## src/rtl/nrz_pkg.sv

```systemverilog
// nrz_pkg: shared types and helpers for the nrz_stream serialiser.
//   nrz_state_e : serialiser FSM states (IDLE, BIT, LATCH)
//   high_ticks  : high-phase length, in clken ticks, for one data bit
//   grb_reorder : {R,G,B} -> {G,R,B} for 24-bit pixels
package nrz_pkg;

  typedef enum logic [1:0] {
    IDLE,
    BIT,
    LATCH
  } nrz_state_e;

  function automatic int high_ticks(input logic b, input int t0h, input int t1h);
    return b ? t1h : t0h;
  endfunction

  function automatic logic [23:0] grb_reorder(input logic [23:0] rgb);
    return {rgb[15:8], rgb[23:16], rgb[7:0]};
  endfunction

endpackage

```

## src/rtl/nrz_hold.sv

```systemverilog
// nrz_hold: one-entry pixel holding register in front of the serialiser.
// Ports:
//   clk, reset            system clock, synchronous active-high reset
//   load                  accepted transfer this clk (s_valid & ready)
//   load_data, load_last  incoming pixel and its end-of-frame flag
//   drain                 serialiser takes the held pixel this clk
//   data, last            held pixel and flag (valid while full)
//   full                  entry occupied
//   ready                 registered !full, drives the stream s_ready
module nrz_hold
  import nrz_pkg::*;
#(
  parameter int DATA_WIDTH = 24
) (
  input  logic                  clk,
  input  logic                  reset,
  input  logic                  load,
  input  logic [DATA_WIDTH-1:0] load_data,
  input  logic                  load_last,
  input  logic                  drain,
  output logic [DATA_WIDTH-1:0] data,
  output logic                  last,
  output logic                  full,
  output logic                  ready
);

  // ready is kept as its own flop (always !full) so s_ready never depends
  // combinationally on s_valid or on the serialiser.
  // A load wins over a drain: the entry then holds the new pixel.
  always_ff @(posedge clk) begin
    if (reset) begin
      full  <= 1'b0;
      ready <= 1'b1;
    end else if (load) begin
      full  <= 1'b1;
      ready <= 1'b0;
    end else if (drain) begin
      full  <= 1'b0;
      ready <= 1'b1;
    end
  end

  // NOTE: the payload is not reset; it is only ever read while full is set.
  always_ff @(posedge clk) begin
    if (load) begin
      data <= load_data;
      last <= load_last;
    end
  end

endmodule

```

## src/rtl/nrz_stream.sv

```systemverilog
// nrz_stream: multi-pixel WS2818-style NRZ serialiser.
// Pixels arrive over a valid/ready stream, are shifted out MSB-first with
// no gap between pixels, and each frame ends with a low latch gap.
// Ports:
//   clk, reset   system clock, synchronous active-high reset
//   clken        one-clk timing tick; all FSM/counter/dout updates use it
//   s_valid, s_data, s_last, s_ready   pixel stream input
//   dout         registered serial output to the LED data pin
//   busy         FSM not IDLE or a pixel is held
//   done         one-clk pulse at the end of the latch gap
//   underrun     sticky: pixel boundary hit with no pixel and no s_last
// Build option: define NRZ_GRB_ORDER_EN to reorder {R,G,B} input pixels
// to {G,R,B} on the wire (DATA_WIDTH must then be 24).
module nrz_stream
  import nrz_pkg::*;
#(
  parameter int DATA_WIDTH  = 24,
  parameter int BIT_TICKS   = 4,
  parameter int T0H_TICKS   = 1,
  parameter int T1H_TICKS   = 2,
  parameter int LATCH_TICKS = 200
) (
  input  logic                  clk,
  input  logic                  reset,
  input  logic                  clken,
  input  logic                  s_valid,
  input  logic [DATA_WIDTH-1:0] s_data,
  input  logic                  s_last,
  output logic                  s_ready,
  output logic                  dout,
  output logic                  busy,
  output logic                  done,
  output logic                  underrun
);

  localparam int TICK_W = $clog2(BIT_TICKS);
  localparam int CNT_W  = $clog2(DATA_WIDTH);
  localparam int LAT_W  = $clog2(LATCH_TICKS + 1);

  typedef logic [TICK_W-1:0] tick_t;
  typedef logic [CNT_W-1:0]  cnt_t;
  typedef logic [LAT_W-1:0]  lat_t;

  if (!(T0H_TICKS < T1H_TICKS && T1H_TICKS < BIT_TICKS && LATCH_TICKS >= 1)) begin : g_bad_timing
    $error("nrz_stream: need T0H_TICKS < T1H_TICKS < BIT_TICKS and LATCH_TICKS >= 1");
  end

`ifdef NRZ_GRB_ORDER_EN
  if (DATA_WIDTH != 24) begin : g_bad_grb_width
    $error("nrz_stream: NRZ_GRB_ORDER_EN requires DATA_WIDTH == 24");
  end
`endif

  logic [DATA_WIDTH-1:0] hold_data;
  logic                  hold_last;
  logic                  hold_full;
  logic                  drain;
  logic [DATA_WIDTH-1:0] load_data;

  nrz_hold #(
    .DATA_WIDTH(DATA_WIDTH)
  ) u_hold (
    .clk      (clk),
    .reset    (reset),
    .load     (s_valid && s_ready),
    .load_data(s_data),
    .load_last(s_last),
    .drain    (drain),
    .data     (hold_data),
    .last     (hold_last),
    .full     (hold_full),
    .ready    (s_ready)
  );

`ifdef NRZ_GRB_ORDER_EN
  assign load_data = grb_reorder(hold_data);
`else
  assign load_data = hold_data;
`endif

  nrz_state_e            state_q, state_d;
  tick_t                 tick_q, tick_d;
  cnt_t                  bit_q, bit_d;
  lat_t                  lat_q, lat_d;
  logic [DATA_WIDTH-1:0] shift_q, shift_d;
  logic                  last_q, last_d;
  logic                  dout_d, done_d, underrun_d;

  assign busy = (state_q != IDLE) || hold_full;

  // NOTE: every output of this block gets a default first, so no path
  // leaves a signal unassigned and no latch is inferred.
  always_comb begin
    state_d    = state_q;
    tick_d     = tick_q;
    bit_d      = bit_q;
    lat_d      = lat_q;
    shift_d    = shift_q;
    last_d     = last_q;
    dout_d     = dout;
    done_d     = 1'b0;
    underrun_d = underrun;
    drain      = 1'b0;

    if (clken) begin
      unique case (state_q)
        IDLE: begin
          dout_d = 1'b0;
          if (hold_full) begin
            shift_d = load_data;
            last_d  = hold_last;
            bit_d   = '0;
            tick_d  = '0;
            drain   = 1'b1;
            dout_d  = 1'b1;
            state_d = BIT;
          end
        end

        BIT: begin
          dout_d = tick_q < tick_t'(high_ticks(shift_q[DATA_WIDTH-1], T0H_TICKS, T1H_TICKS));
          if (tick_q == tick_t'(BIT_TICKS - 1)) begin
            tick_d  = '0;
            shift_d = shift_q << 1;
            bit_d   = bit_q + 1'b1;
            if (bit_q == cnt_t'(DATA_WIDTH - 1)) begin
              bit_d = '0;
              if (last_q) begin
                lat_d   = '0;
                state_d = LATCH;
              end else if (hold_full) begin
                // Seamless hand-over: next pixel's first bit starts next tick.
                shift_d = load_data;
                last_d  = hold_last;
                drain   = 1'b1;
              end else begin
                underrun_d = 1'b1;
                lat_d      = '0;
                state_d    = LATCH;
              end
            end
          end else begin
            tick_d = tick_q + 1'b1;
          end
        end

        LATCH: begin
          dout_d = 1'b0;
          if (lat_q == lat_t'(LATCH_TICKS - 1)) begin
            lat_d   = '0;
            done_d  = 1'b1;
            state_d = IDLE;
          end else begin
            lat_d = lat_q + 1'b1;
          end
        end

        default: state_d = IDLE;
      endcase
    end
  end

  // NOTE: registers use non-blocking assignments so every flop samples the
  // pre-edge values computed above.
  always_ff @(posedge clk) begin
    if (reset) begin
      state_q  <= IDLE;
      tick_q   <= '0;
      bit_q    <= '0;
      lat_q    <= '0;
      last_q   <= 1'b0;
      dout     <= 1'b0;
      done     <= 1'b0;
      underrun <= 1'b0;
    end else begin
      state_q  <= state_d;
      tick_q   <= tick_d;
      bit_q    <= bit_d;
      lat_q    <= lat_d;
      last_q   <= last_d;
      dout     <= dout_d;
      done     <= done_d;
      underrun <= underrun_d;
    end
  end

  // Shift contents are meaningless outside BIT, so they carry no reset.
  always_ff @(posedge clk) begin
    shift_q <= shift_d;
  end

endmodule

```

## config.mk

```make
export PLATFORM = sky130hd
export DESIGN_NAME = nrz_stream
export DESIGN_NICKNAME = d
export VERILOG_FILES = /design/src/rtl/nrz_pkg.sv /design/src/rtl/nrz_hold.sv /design/src/rtl/nrz_stream.sv
export SDC_FILE = /design/constraint.sdc
export NUM_CORES = 1
export LEC_CHECK = 0
export BUFFER_PORTS_ARGS = -buffer_cell sky130_fd_sc_hd__buf_2
export CAP_MARGIN = 15
export CELL_PAD_IN_SITES_DETAIL_PLACEMENT = 0
export CELL_PAD_IN_SITES_GLOBAL_PLACEMENT = 1
export CORE_ASPECT_RATIO = 1.25
export CORE_MARGIN = 2
export CORE_UTILIZATION = 47
export CTS_CLUSTER_SIZE = 30
export DETAILED_ROUTE_END_ITERATION = 6
export PLACE_DENSITY = 0.84
export SLEW_MARGIN = 40
export SYNTH_ARGS = -nofsm -noshare
export SYNTH_HDL_FRONTEND = slang
export SYNTH_HIERARCHICAL = 1
export SYNTH_SLANG_ARGS = --single-unit
```

## constraint.sdc

```tcl
create_clock -name clk -period 2.72 [get_ports clk]
set_clock_uncertainty 0.2 [all_clocks]
set_input_delay 0.544 -clock clk [delete_from_list [all_inputs] [get_ports clk]]
set_output_delay 0.544 -clock clk [all_outputs]
set_load 0.01 [all_outputs]
```

==> results of run 1 <==
[path summary, 6_finish.rpt]
kind / from / to / slack [ns]
worst min-delay path: s_data[7] / u_hold/data[7]$_DFFE_PP_ / 0.18
worst max register to register: state_q[1]$_SDFFE_PP0P_ / bit_q[3]$_SDFFE_PP0P_ / 0.26
worst max-delay path: state_q[1]$_SDFFE_PP0P_ / bit_q[3]$_SDFFE_PP0P_ / 0.26
worst min register to register: bit_q[1]$_SDFFE_PP0P_ / bit_q[1]$_SDFFE_PP0P_ / 0.27
[per-stage QoR]
| step | power (W) | hold WS (ns) | std cells |
|---|---|---|---|
| finish | 0.00280 | 0.177 | 370 |
| floorplan | 0.00173 | 0.244 | 239 |
| global placement | 0.00183 | 0.264 | 354 |
| global route | 0.00291 | 0.151 | 370 |
| CTS | 0.00283 | 0.159 | 370 |
| detailed placement | 0.00184 | 0.266 | 354 |
[layer usage]
layer / part of all wire [%] / track usage [%] / vias to the layer above / routed length, µm
li1: - / - / 980 / -
met1: 45 / 17.5 / 918 / 2340
met2: 51 / 27.1 / 35 / 2650
met3: 3.3 / 4.55 / 8 / 175
met4: 1.3 / 6.40 / 0 / 68
met5: 0 / 0 / - / 0
[registers in the layout, indices dropped and copies added (netlist names), 2 cells and up]
name         cells
bit_q            5
u_hold/data     24
lat_q            8
tick_q           2
state_q          2
shift_q         24
[cells in the final DEF (no fill, tap or decap), drive strengths merged, types with 2 or more instances in the layout]
| cell | instances |
|---|---|
| inv | 14 |
| o32ai | 5 |
| mux2 | 24 |
| or2 | 2 |
| nand4 | 3 |
| dfxtp | 23 |
| bufinv | 3 |
| and3 | 3 |
| nor2 | 4 |
| buf | 36 |
| clkbuf | 9 |
| nand4b | 3 |
| edfxtp | 49 |
| nand2b | 4 |
| nand3 | 6 |
| mux2i | 2 |
| o21ai | 9 |
| and2 | 2 |
| clkinv | 4 |
| a31oi | 3 |
| nor2b | 3 |
| nor3 | 6 |
| o31ai | 2 |
| or4 | 3 |
| a21oi | 14 |
| nand2 | 15 |
| nor4b | 2 |
| a211oi | 5 |
| ha | 9 |
| or3 | 5 |
[layout make-up]
cell class	instances	area (µm²)
clock buffers	9	124
repair buffers	36	188
inverters	14	52.6
multi-input cells	145	1120
flip-flops and latches	72	1930
fillers	575	2890
well taps	87	109
clock inverters	7	110
[cell families after synthesis]
| family | Yosys count | share of synthesized area (%) |
|---|---|---|
| buffers and inverters | 22 | 3.33 |
| muxes | 26 | 9.20 |
| and+or+nand+nor | 64 | 12.3 |
| adders and majority gates | 9 | 3.57 |
| DFF | 72 | 61.2 |
| AOI/OAI and AO/OA | 45 | 10.1 |
| xor gates and xnor gates | 1 | 0.277 |
[where the power goes]
| group | switching [W] | internal (W) |
|---|---|---|
| combinational | 0.000261 | 0.000197 |
| clock | 0.000388 | 0.000601 |
| sequential | 0.0000393 | 0.00131 |
==> summary.md, run 1 <==
| Metric | Value |
|---|---|
| Most frequent cells after synthesis | `49 x edfxtp_1, 23 x dfxtp_1, 22 x mux2_2, 15 x nand2_1, 14 x inv_1` |
| Cells traversed along the worst timing path | `inv_1, ha_1, mux2i_1, nand3b_4, or4b_1, a21oi_1` |
| Slowest cell on crit path | `ha_1` |
| Y dimension of the die | `95.6 µm` |
| Path length in cells of the critical path | `6` |
| Cell area after technology mapping | `3160 µm²` |
| Crit path setup slack, layout | `0.265 ns` |
| Area added between synthesis and finish | `15.1%` |
| Drt wl/cell | `14.2 µm` |
| Data arrival time of the critical path | `2.52 ns` |
| Cell with the most instances after synthesis | `edfxtp_1` |
| Placement row count | `33` |
| Most frequently used flop master after synthesis | `edfxtp_1` |
| Count of cells along the worst register-to-register path | `6` |
| GRT overflow | `0` |
| Placement-stage cell area | `3400 µm²` |
| Syn_nets | `277` |
| Count of antenna-violating nets left after detailed routing | `0` |
| Max Cap Violations | `0` |
| Cell at the root of the clock tree | `clkbuf_8` |
| Worst slew margin relative to its limit | `54.7%` |
| Min Tclk post-route | `2.46 ns` |
| Result of the run | `completed` |
| Number of enable flip-flop cells after synthesis | `49` |
| Final Setup Violations | `0` |
| Ratio of total power to cell area | `770 nW/µm²` |
| Vias | `1941` |
| Total Negative Setup Slacks | `0 ns` |
| Post-layout instance area | `3630 µm²` |
| Number of cells traversed by the worst hold path | `1` |
| Total GRT Usage | `15.4%` |
| Final slew viol count | `0` |
| Unrepaired setup endpoints after global routing | `no` |
| Library cells used by synthesis | `49` |
| Buffers inserted by post-CTS timing repair | `0` |
| Cell family contributing the most delay on the critical path | `simple AND/OR/NAND/NOR gates` |
| Clock network latency to the later pin of the worst-skew pair | `0.34 ns` |
| Clock net sink count | `72` |
| Number of diodes added for antenna fixing | `0` |
| CP Max Fanout | `17` |
| Portion of the post-synthesis area used by sequential elements | `61.2%` |
| Gate count after technology mapping | `239` |
| Router iterations before antenna repair | `4` |
| Minimum setup slack after placement | `0.301 ns` |
| Period utilisation layout | `90.3%` |
| Kind of path behind the tightest hold check | `in2reg` |
| DRT iter0 DRCs | `100` |
| Highest clock rate | `0.407 GHz` |
| Hold buffer count at CTS | `0` |
| Largest stage delay on the critical path | `0.61 ns` |
| Worst Max-Slew Pin Slew | `0.680 ns` |
| Number of placed I/O pins | `34` |
| Area of the core | `6520 µm²` |
| Category of the worst setup path launch point | `flip-flop` |
| Resized Gates After CTS | `0` |
| Number of antenna violations at the first check in global routing | `0` |
| Initial Util | `48.4%` |
| Clock slew at reported path FFs | `0.08 ns` |
| CTS tree | `done` |
| RD Place Congestion | `0.772` |
| Post-Route Utilization | `55.7%` |
| Synth warnings | `6` |
| Total leakage power | `1.34 nW` |
| Area enclosed by the die boundary | `7390 µm²` |
| Largest net degree at the start of global routing | `28` |
| Final Hold Violating Endpoints | `0` |
| Cell types with the largest area share after synthesis | `edfxtp_1 47%, dfxtp_1 15%, mux2_2 7.8%` |
| CTS Buf Count | `9` |
| Via/cell ratio | `5.25` |
| I/O Buffers | `33` |
| Post-route DRC violation count | `0` |
| Post-detailed-routing wire length | `5240 µm` |
| Wire length of the first global-routing pass | `8760 µm` |
| Buf+Inv Stages, Crit Path | `1` |
| Flop and latch count out of synthesis | `72` |
| Peak supply drop | `0.392 mV` |
| Via count of the first global-routing pass | `1960` |
| Depth of the CTS H-tree | `3` |
| Fraction of synthesis flops using an asynchronous set or reset pin | `0%` |
| Estimated wirelength of the detail-placed design | `3470 µm` |
| Dominant cell type by area after synthesis | `edfxtp_1` |
| Nets@finish | `316` |
| Share of layout cells above drive strength 1 | `29.0%` |
| Synthesized area per cell | `13.2 µm²` |
| Die Span X | `77.3 µm` |
| Critical path endpoint category | `flip-flop` |
| Worst endpoint required time | `2.79 ns` |
| Start-to-end type of the worst setup path | `reg2reg` |
| Buffers from clock root to sink, at most | `2` |
| Portion of synthesized cell area occupied by the leading cell type | `46.6%` |
No activity file was read; power rests on OpenSTA's default activity.
==> run 2, diff against run 1 <==
--- a/config.mk
+++ b/config.mk
@@ -11,10 +11,11 @@
 export CELL_PAD_IN_SITES_GLOBAL_PLACEMENT = 1
 export CORE_ASPECT_RATIO = 1.25
 export CORE_MARGIN = 2
-export CORE_UTILIZATION = 47
+export CORE_UTILIZATION = 40
+export CTS_CLUSTER_DIAMETER = 200
 export CTS_CLUSTER_SIZE = 30
 export DETAILED_ROUTE_END_ITERATION = 6
-export PLACE_DENSITY = 0.84
+export PLACE_DENSITY = 0.74
 export SLEW_MARGIN = 40
 export SYNTH_ARGS = -nofsm -noshare
 export SYNTH_HDL_FRONTEND = slang
==> summary.md, run 2 (same netlist as run 1, synthesis figures left out) <==
| Metric | Value |
|---|---|
| Largest stage delay on the critical path | `0.57 ns (-0.04 ns)` |
| Count of antenna-violating nets left after detailed routing | `0 (unchanged)` |
| Placement row count | `36 (+9.1%)` |
| Initial Util | `40.7% (-7.6 points)` |
| Area of the core | `7750 µm² (+19%)` |
| Router iterations before antenna repair | `4 (unchanged)` |
| Result of the run | `completed` |
| I/O Buffers | `33 (unchanged)` |
| Drt wl/cell | `13.6 µm (-3.5%)` |
| Vias | `1972 (+1.6%)` |
| Count of cells along the worst register-to-register path | `6 (unchanged)` |
| Clock network latency to the later pin of the worst-skew pair | `0.34 ns (about the same)` |
| Total GRT Usage | `13.0% (-2.4 points)` |
| CP Max Fanout | `25 (+8)` |
| Worst setup path startpoint | `state_q[1]$_SDFFE_PP0P_` |
| Most frequent cells in the layout | `49 x edfxtp_1, 33 x buf_2, 23 x dfxtp_1` |
| Placement-stage cell area | `3420 µm² (+0.52%)` |
| Final Setup Violations | `0 (unchanged)` |
| Post-route DRC violation count | `0 (unchanged)` |
| Total Negative Setup Slacks | `0 ns (unchanged)` |
| Destination of the critical timing path | `shift_q[3]$_DFFE_PP_` |
| Beginning of the worst register-to-register path | `state_q[1]$_SDFFE_PP0P_` |
| Area enclosed by the die boundary | `8620 µm² (+17%)` |
| Total power consumption of the routed design | `0.00263 W (-5.9%)` |
| Number of filler instances in the final layout | `727 (+26%)` |
| Post-detailed-routing wire length | `5170 µm (-1.2%)` |
| Ratio of total power to cell area | `729 nW/µm² (-5.4%)` |
| Resized Gates After CTS | `0 (unchanged)` |
| Post-layout instance area | `3610 µm² (-0.62%)` |
| Start-to-end type of the worst setup path | `reg2reg` |
| DRT iter0 DRCs | `84 (-16%)` |
| Kind of path behind the tightest hold check | `in2reg` |
| Category of the worst setup path launch point | `flip-flop` |
| Number of antenna violations at the first check in global routing | `0 (unchanged)` |
| Nets@finish | `317 (+0.32%)` |
| Path length in cells of the critical path | `6 (unchanged)` |
| Most used cell along the critical path | `inv_1` |
| CTS tree | `done` |
| Max Cap Violations | `0 (unchanged)` |
| Clock net sink count | `72 (unchanged)` |
| RD Place Congestion | `0.762 (-1.4%)` |
| CTS Buf Count | `9 (unchanged)` |
| Final Hold Violating Endpoints | `0 (unchanged)` |
| Cells traversed along the worst timing path | `inv_1, ha_1, mux2i_1, nand3b_4, inv_1, buf_4` |
| Buf+Inv Stages, Crit Path | `3 (+2)` |
| Data arrival time of the critical path | `2.16 ns (-0.36 ns)` |
| Capture instance of the worst register-to-register path | `shift_q[3]$_DFFE_PP_` |
| Unrepaired setup endpoints after global routing | `no` |
| Slowest cell on crit path | `ha_1` |
| Period utilisation layout | `86.2% (-4.0 points)` |
| Hold buffer count at CTS | `0 (unchanged)` |
| Min Tclk post-route | `2.35 ns (-0.110 ns)` |
| Y dimension of the die | `103 µm (+8.0%)` |
| Via/cell ratio | `5.20 (-0.82%)` |
| Number of placed I/O pins | `34 (unchanged)` |
| Clock slew at reported path FFs | `0.08 ns (about the same)` |
| Number of cells traversed by the worst hold path | `1 (unchanged)` |
| Highest clock rate | `0.426 GHz (+4.7%)` |
| Share of layout cells above drive strength 1 | `29.6% (+0.60 points)` |
| Final slew viol count | `0 (unchanged)` |
| Buffers from clock root to sink, at most | `2 (unchanged)` |
| Worst Max-Slew Pin Slew | `0.619 ns (-0.0615 ns)` |
| Buffers inserted by post-CTS timing repair | `0 (unchanged)` |
| Largest net degree at the start of global routing | `28 (unchanged)` |
| Via count of the first global-routing pass | `1924 (-1.8%)` |
| Total leakage power | `1.32 nW (-1.5%)` |
| Estimated wirelength of the detail-placed design | `3450 µm (-0.69%)` |
| Peak supply drop | `0.398 mV (+1.5%)` |
| Register-to-Register Setup Slack | `0.37 ns (+0.11 ns)` |
| GRT overflow | `0 (unchanged)` |
| Most frequent standard cell in the layout excluding fill and tap cells | `edfxtp_1` |
| Depth of the CTS H-tree | `3 (unchanged)` |
| Wire length of the first global-routing pass | `8760 µm (about the same)` |
| Number of diodes added for antenna fixing | `0 (unchanged)` |
| Worst endpoint required time | `2.53 ns (-0.26 ns)` |
| Cell at the root of the clock tree | `clkbuf_8` |
| Biggest regs | `shift_q: 24 flops, u_hold/data: 24 flops, lat_q: 8 flops` |
| Die Span X | `83.5 µm (+8.0%)` |
| Area added between synthesis and finish | `14.4%` |
| Cell family contributing the most delay on the critical path | `adder cells` |
| Critical path endpoint category | `flip-flop` |
| Worst slew margin relative to its limit | `58.8% (+4.1 points)` |
run 2: through the flow:
stage	worst slack (ns)	util (%)	hold WS, ns	cells
after floorplan	0.561	-	0.244	239
after global placement	0.428	44.1	0.263	363
after detailed placement	0.361	44.1	0.267	363
after CTS	0.351	46.6	0.154	379
after global routing	0.157	46.6	0.154	379
final	0.374	46.6	0.174	379
run 2: metal layers:
layer,wire [µm],global-route usage [%],share of wire (%),vias up
met2,2430,21.2,47,47
met5,0,0,0,-
li1,-,-,-,988
met1,2410,15.8,47,925
met3,219,3.49,4.2,12
met4,116,7.32,2.2,0
run 2: power by group:
group | total (W) | switching [W] | internal, W | leakage, nW
Clock | 0.000827 | 0.000400 | 0.000427 | 0.0909
Combinational | 0.000456 | 0.000257 | 0.000200 | 0.584
Sequential | 0.00135 | 0.0000372 | 0.00131 | 0.647
Total | 0.00263 | 0.000694 | 0.00194 | 1.32
run 2: how the worst min path moves through the flow:
stage,start,end,slack [ns]
global route,s_data[11],u_hold/data[11]$_DFFE_PP_,0.15
CTS,s_data[11],u_hold/data[11]$_DFFE_PP_,0.15
global placement,bit_q[1]$_SDFFE_PP0P_,bit_q[1]$_SDFFE_PP0P_,0.26
finish,s_data[11],u_hold/data[11]$_DFFE_PP_,0.17
floorplan,bit_q[1]$_SDFFE_PP0P_,bit_q[1]$_SDFFE_PP0P_,0.24
detailed placement,bit_q[1]$_SDFFE_PP0P_,bit_q[1]$_SDFFE_PP0P_,0.27
run 2: layout make-up:
| class | instances | area (µm²) | area share, % |
|---|---|---|---|
| clock inverters | 6 | 66.3 | 1.84 |
| repair buffers | 37 | 195 | 5.40 |
| inverters | 14 | 52.6 | 1.45 |
| multi-input cells | 145 | 1120 | 31.0 |
| well taps | 95 | 119 | 3.29 |
| clock buffers | 10 | 128 | 3.53 |
| flip-flops and latches | 72 | 1930 | 53.5 |
==> run 3, diff against run 2 <==
--- a/config.mk
+++ b/config.mk
@@ -9,7 +9,7 @@
 export CAP_MARGIN = 15
 export CELL_PAD_IN_SITES_DETAIL_PLACEMENT = 0
 export CELL_PAD_IN_SITES_GLOBAL_PLACEMENT = 1
-export CORE_ASPECT_RATIO = 1.25
+export CORE_ASPECT_RATIO = 0.8
 export CORE_MARGIN = 2
 export CORE_UTILIZATION = 40
 export CTS_CLUSTER_DIAMETER = 200
==> summary.md, run 3 (same netlist as run 1, synthesis figures left out) <==
| Metric | Value |
|---|---|
| Biggest regs | `shift_q: 24 flops, u_hold/data: 24 flops, lat_q: 8 flops` |
| Minimum setup slack after placement | `0.458 ns (+0.0975 ns)` |
| Unrepaired setup endpoints after global routing | `no` |
| Count of cells along the worst register-to-register path | `8 (+2)` |
| Most frequent standard cell in the layout excluding fill and tap cells | `edfxtp_1` |
| Placement row count | `28 (-22%)` |
| Total GRT Usage | `14.5% (+1.5 points)` |
| Kind of path behind the tightest hold check | `in2reg` |
| Cell at the root of the clock tree | `clkbuf_8` |
| Depth of the CTS H-tree | `3 (unchanged)` |
| Worst slew margin relative to its limit | `66.2% (+7.4 points)` |
| Min Tclk post-route | `2.31 ns (-0.0403 ns)` |
| Drt wl/cell | `14.6 µm (+6.8%)` |
| Critical path endpoint category | `flip-flop` |
| Worst setup path startpoint | `state_q[1]$_SDFFE_PP0P_` |
| Highest clock rate | `0.434 GHz (+1.7%)` |
| Area added between synthesis and finish | `16.0%` |
| Worst endpoint required time | `2.75 ns (+0.22 ns)` |
| Destination of the critical timing path | `u_hold/full$_SDFFE_PP0P_` |
| Result of the run | `completed` |
| Start-to-end type of the worst setup path | `reg2reg` |
| Area of the core | `7530 µm² (-2.8%)` |
| Y dimension of the die | `83.5 µm (-19%)` |
| Ratio of total power to cell area | `754 nW/µm² (+3.5%)` |
| Beginning of the worst register-to-register path | `state_q[1]$_SDFFE_PP0P_` |
| Number of filler instances in the final layout | `677 (-6.9%)` |
| Worst Max-Slew Pin Slew | `0.505 ns (-0.113 ns)` |
| Met1 global-route usage | `21.3% (+5.5 points)` |
| Most frequent cells in the layout | `49 x edfxtp_1, 33 x buf_2, 23 x dfxtp_1` |
| Total Negative Setup Slacks | `0 ns (unchanged)` |
| Router iterations before antenna repair | `4 (unchanged)` |
| Crit path setup slack, layout | `0.415 ns (+0.0403 ns)` |
| CTS tree | `done` |
| GRT overflow | `0 (unchanged)` |
| Post-detailed-routing wire length | `5670 µm (+9.6%)` |
| Resized Gates After CTS | `0 (unchanged)` |
| Category of the worst setup path launch point | `flip-flop` |
| DRT iter0 DRCs | `153 (+82%)` |
| Estimated wirelength of the detail-placed design | `3730 µm (+8.3%)` |
| Initial Util | `41.9% (+1.2 points)` |
| Vias | `1989 (+0.86%)` |
| CTS Buf Count | `9 (unchanged)` |
| Clock slew at reported path FFs | `0.08 ns (about the same)` |
| Via/cell ratio | `5.11 (-1.7%)` |
| Total leakage power | `1.34 nW (+1.7%)` |
| Largest net degree at the start of global routing | `28 (unchanged)` |
| Number of placed I/O pins | `34 (unchanged)` |
| Share of layout cells above drive strength 1 | `30.3% (+0.70 points)` |
| Die Span X | `103 µm (+24%)` |
| Register-to-Register Setup Slack | `0.41 ns (+0.04 ns)` |
| Area enclosed by the die boundary | `8620 µm² (about the same)` |
| Number of antenna violations at the first check in global routing | `0 (unchanged)` |
| Final slew viol count | `0 (unchanged)` |
| Post-route DRC violation count | `0 (unchanged)` |
| Count of antenna-violating nets left after detailed routing | `0 (unchanged)` |
| Buffers inserted by post-CTS timing repair | `0 (unchanged)` |
| Number of diodes added for antenna fixing | `0 (unchanged)` |
| Final Hold Violating Endpoints | `0 (unchanged)` |
| Most Used Layer, Global Route | `met1` |
| Met3 track utilization from global routing | `4.52% (+1.0 points)` |
| Peak supply drop | `0.409 mV (+2.7%)` |
| Capture instance of the worst register-to-register path | `u_hold/full$_SDFFE_PP0P_` |
| Max Cap Violations | `0 (unchanged)` |
| CP Max Fanout | `12 (-52%)` |
| Period utilisation layout | `84.7% (-1.5 points)` |
| Hold buffer count at CTS | `0 (unchanged)` |
| I/O Buffers | `33 (unchanged)` |
| Final Setup Violations | `0 (unchanged)` |
| RD Place Congestion | `0.720 (-5.5%)` |
| Via count of the first global-routing pass | `1900 (-1.2%)` |
| Wire length of the first global-routing pass | `9460 µm (+7.9%)` |
| Met2 Resource Use GR | `19.0% (-2.1 points)` |
| Nets@finish | `317 (unchanged)` |
| Clock net sink count | `72 (unchanged)` |
| Data arrival time of the critical path | `2.33 ns (+0.17 ns)` |
| Buffers from clock root to sink, at most | `2 (unchanged)` |
| Number of cells traversed by the worst hold path | `1 (unchanged)` |
| Clock network latency to the later pin of the worst-skew pair | `0.35 ns (about the same)` |
run 3: per-stage QoR:
step | utilization, % | cells | instance area [µm²] | power (W) | hold slack, ns
after floorplan | - | 239 | 3160 | 0.00173 | 0.244
after global placement | 45.7 | 373 | 3440 | 0.00185 | 0.260
after detailed placement | 45.7 | 373 | 3440 | 0.00186 | 0.271
after CTS | 48.6 | 389 | 3660 | 0.00280 | 0.137
after global routing | 48.6 | 389 | 3660 | 0.00290 | 0.142
final | 48.6 | 389 | 3660 | 0.00276 | 0.162
run 3: how the worst min path moves through the flow:
stage	from	to
after floorplan	bit_q[1]$_SDFFE_PP0P_	bit_q[1]$_SDFFE_PP0P_
after global placement	bit_q[1]$_SDFFE_PP0P_	bit_q[1]$_SDFFE_PP0P_
after detailed placement	bit_q[1]$_SDFFE_PP0P_	bit_q[1]$_SDFFE_PP0P_
after CTS	s_data[21]	u_hold/data[21]$_DFFE_PP_
after global routing	s_data[17]	u_hold/data[17]$_DFFE_PP_
final	s_data[21]	u_hold/data[21]$_DFFE_PP_
run 3: routing by layer:
layer	part of all wire (%)	up-vias	wire length [µm]
met5	0	-	0
met4	2.2	0	126
met3	4.9	15	280
met2	42	50	2370
met1	51	938	2890
li1	-	986	-
run 3: where the power goes:
group          internal, W  switching (W)  leakage [nW]
clock network     0.000517       0.000411         0.110
logic             0.000211       0.000272         0.588
registers          0.00131      0.0000392         0.647
run 3: critical path, cell delays in order, from the launching register on:
cell	delay [ns]
dfxtp_1	0.35
inv_1	0.11
ha_1	0.48
nand2_1	0.15
nor3_1	0.30
nor2_1	0.07
nor3_1	0.29
nand2b_1	0.18
a21oi_2	0.05
run 3: area by class of cell:
cell class / count / area [µm²] / area share (%)
flip-flops and latches: 72 / 1930 / 52.8
multi-input cells: 145 / 1120 / 30.6
clock buffers: 9 / 124 / 3.38
well taps: 105 / 131 / 3.59
repair buffers: 37 / 208 / 5.67
inverters: 14 / 52.6 / 1.43
clock inverters: 7 / 95.1 / 2.60
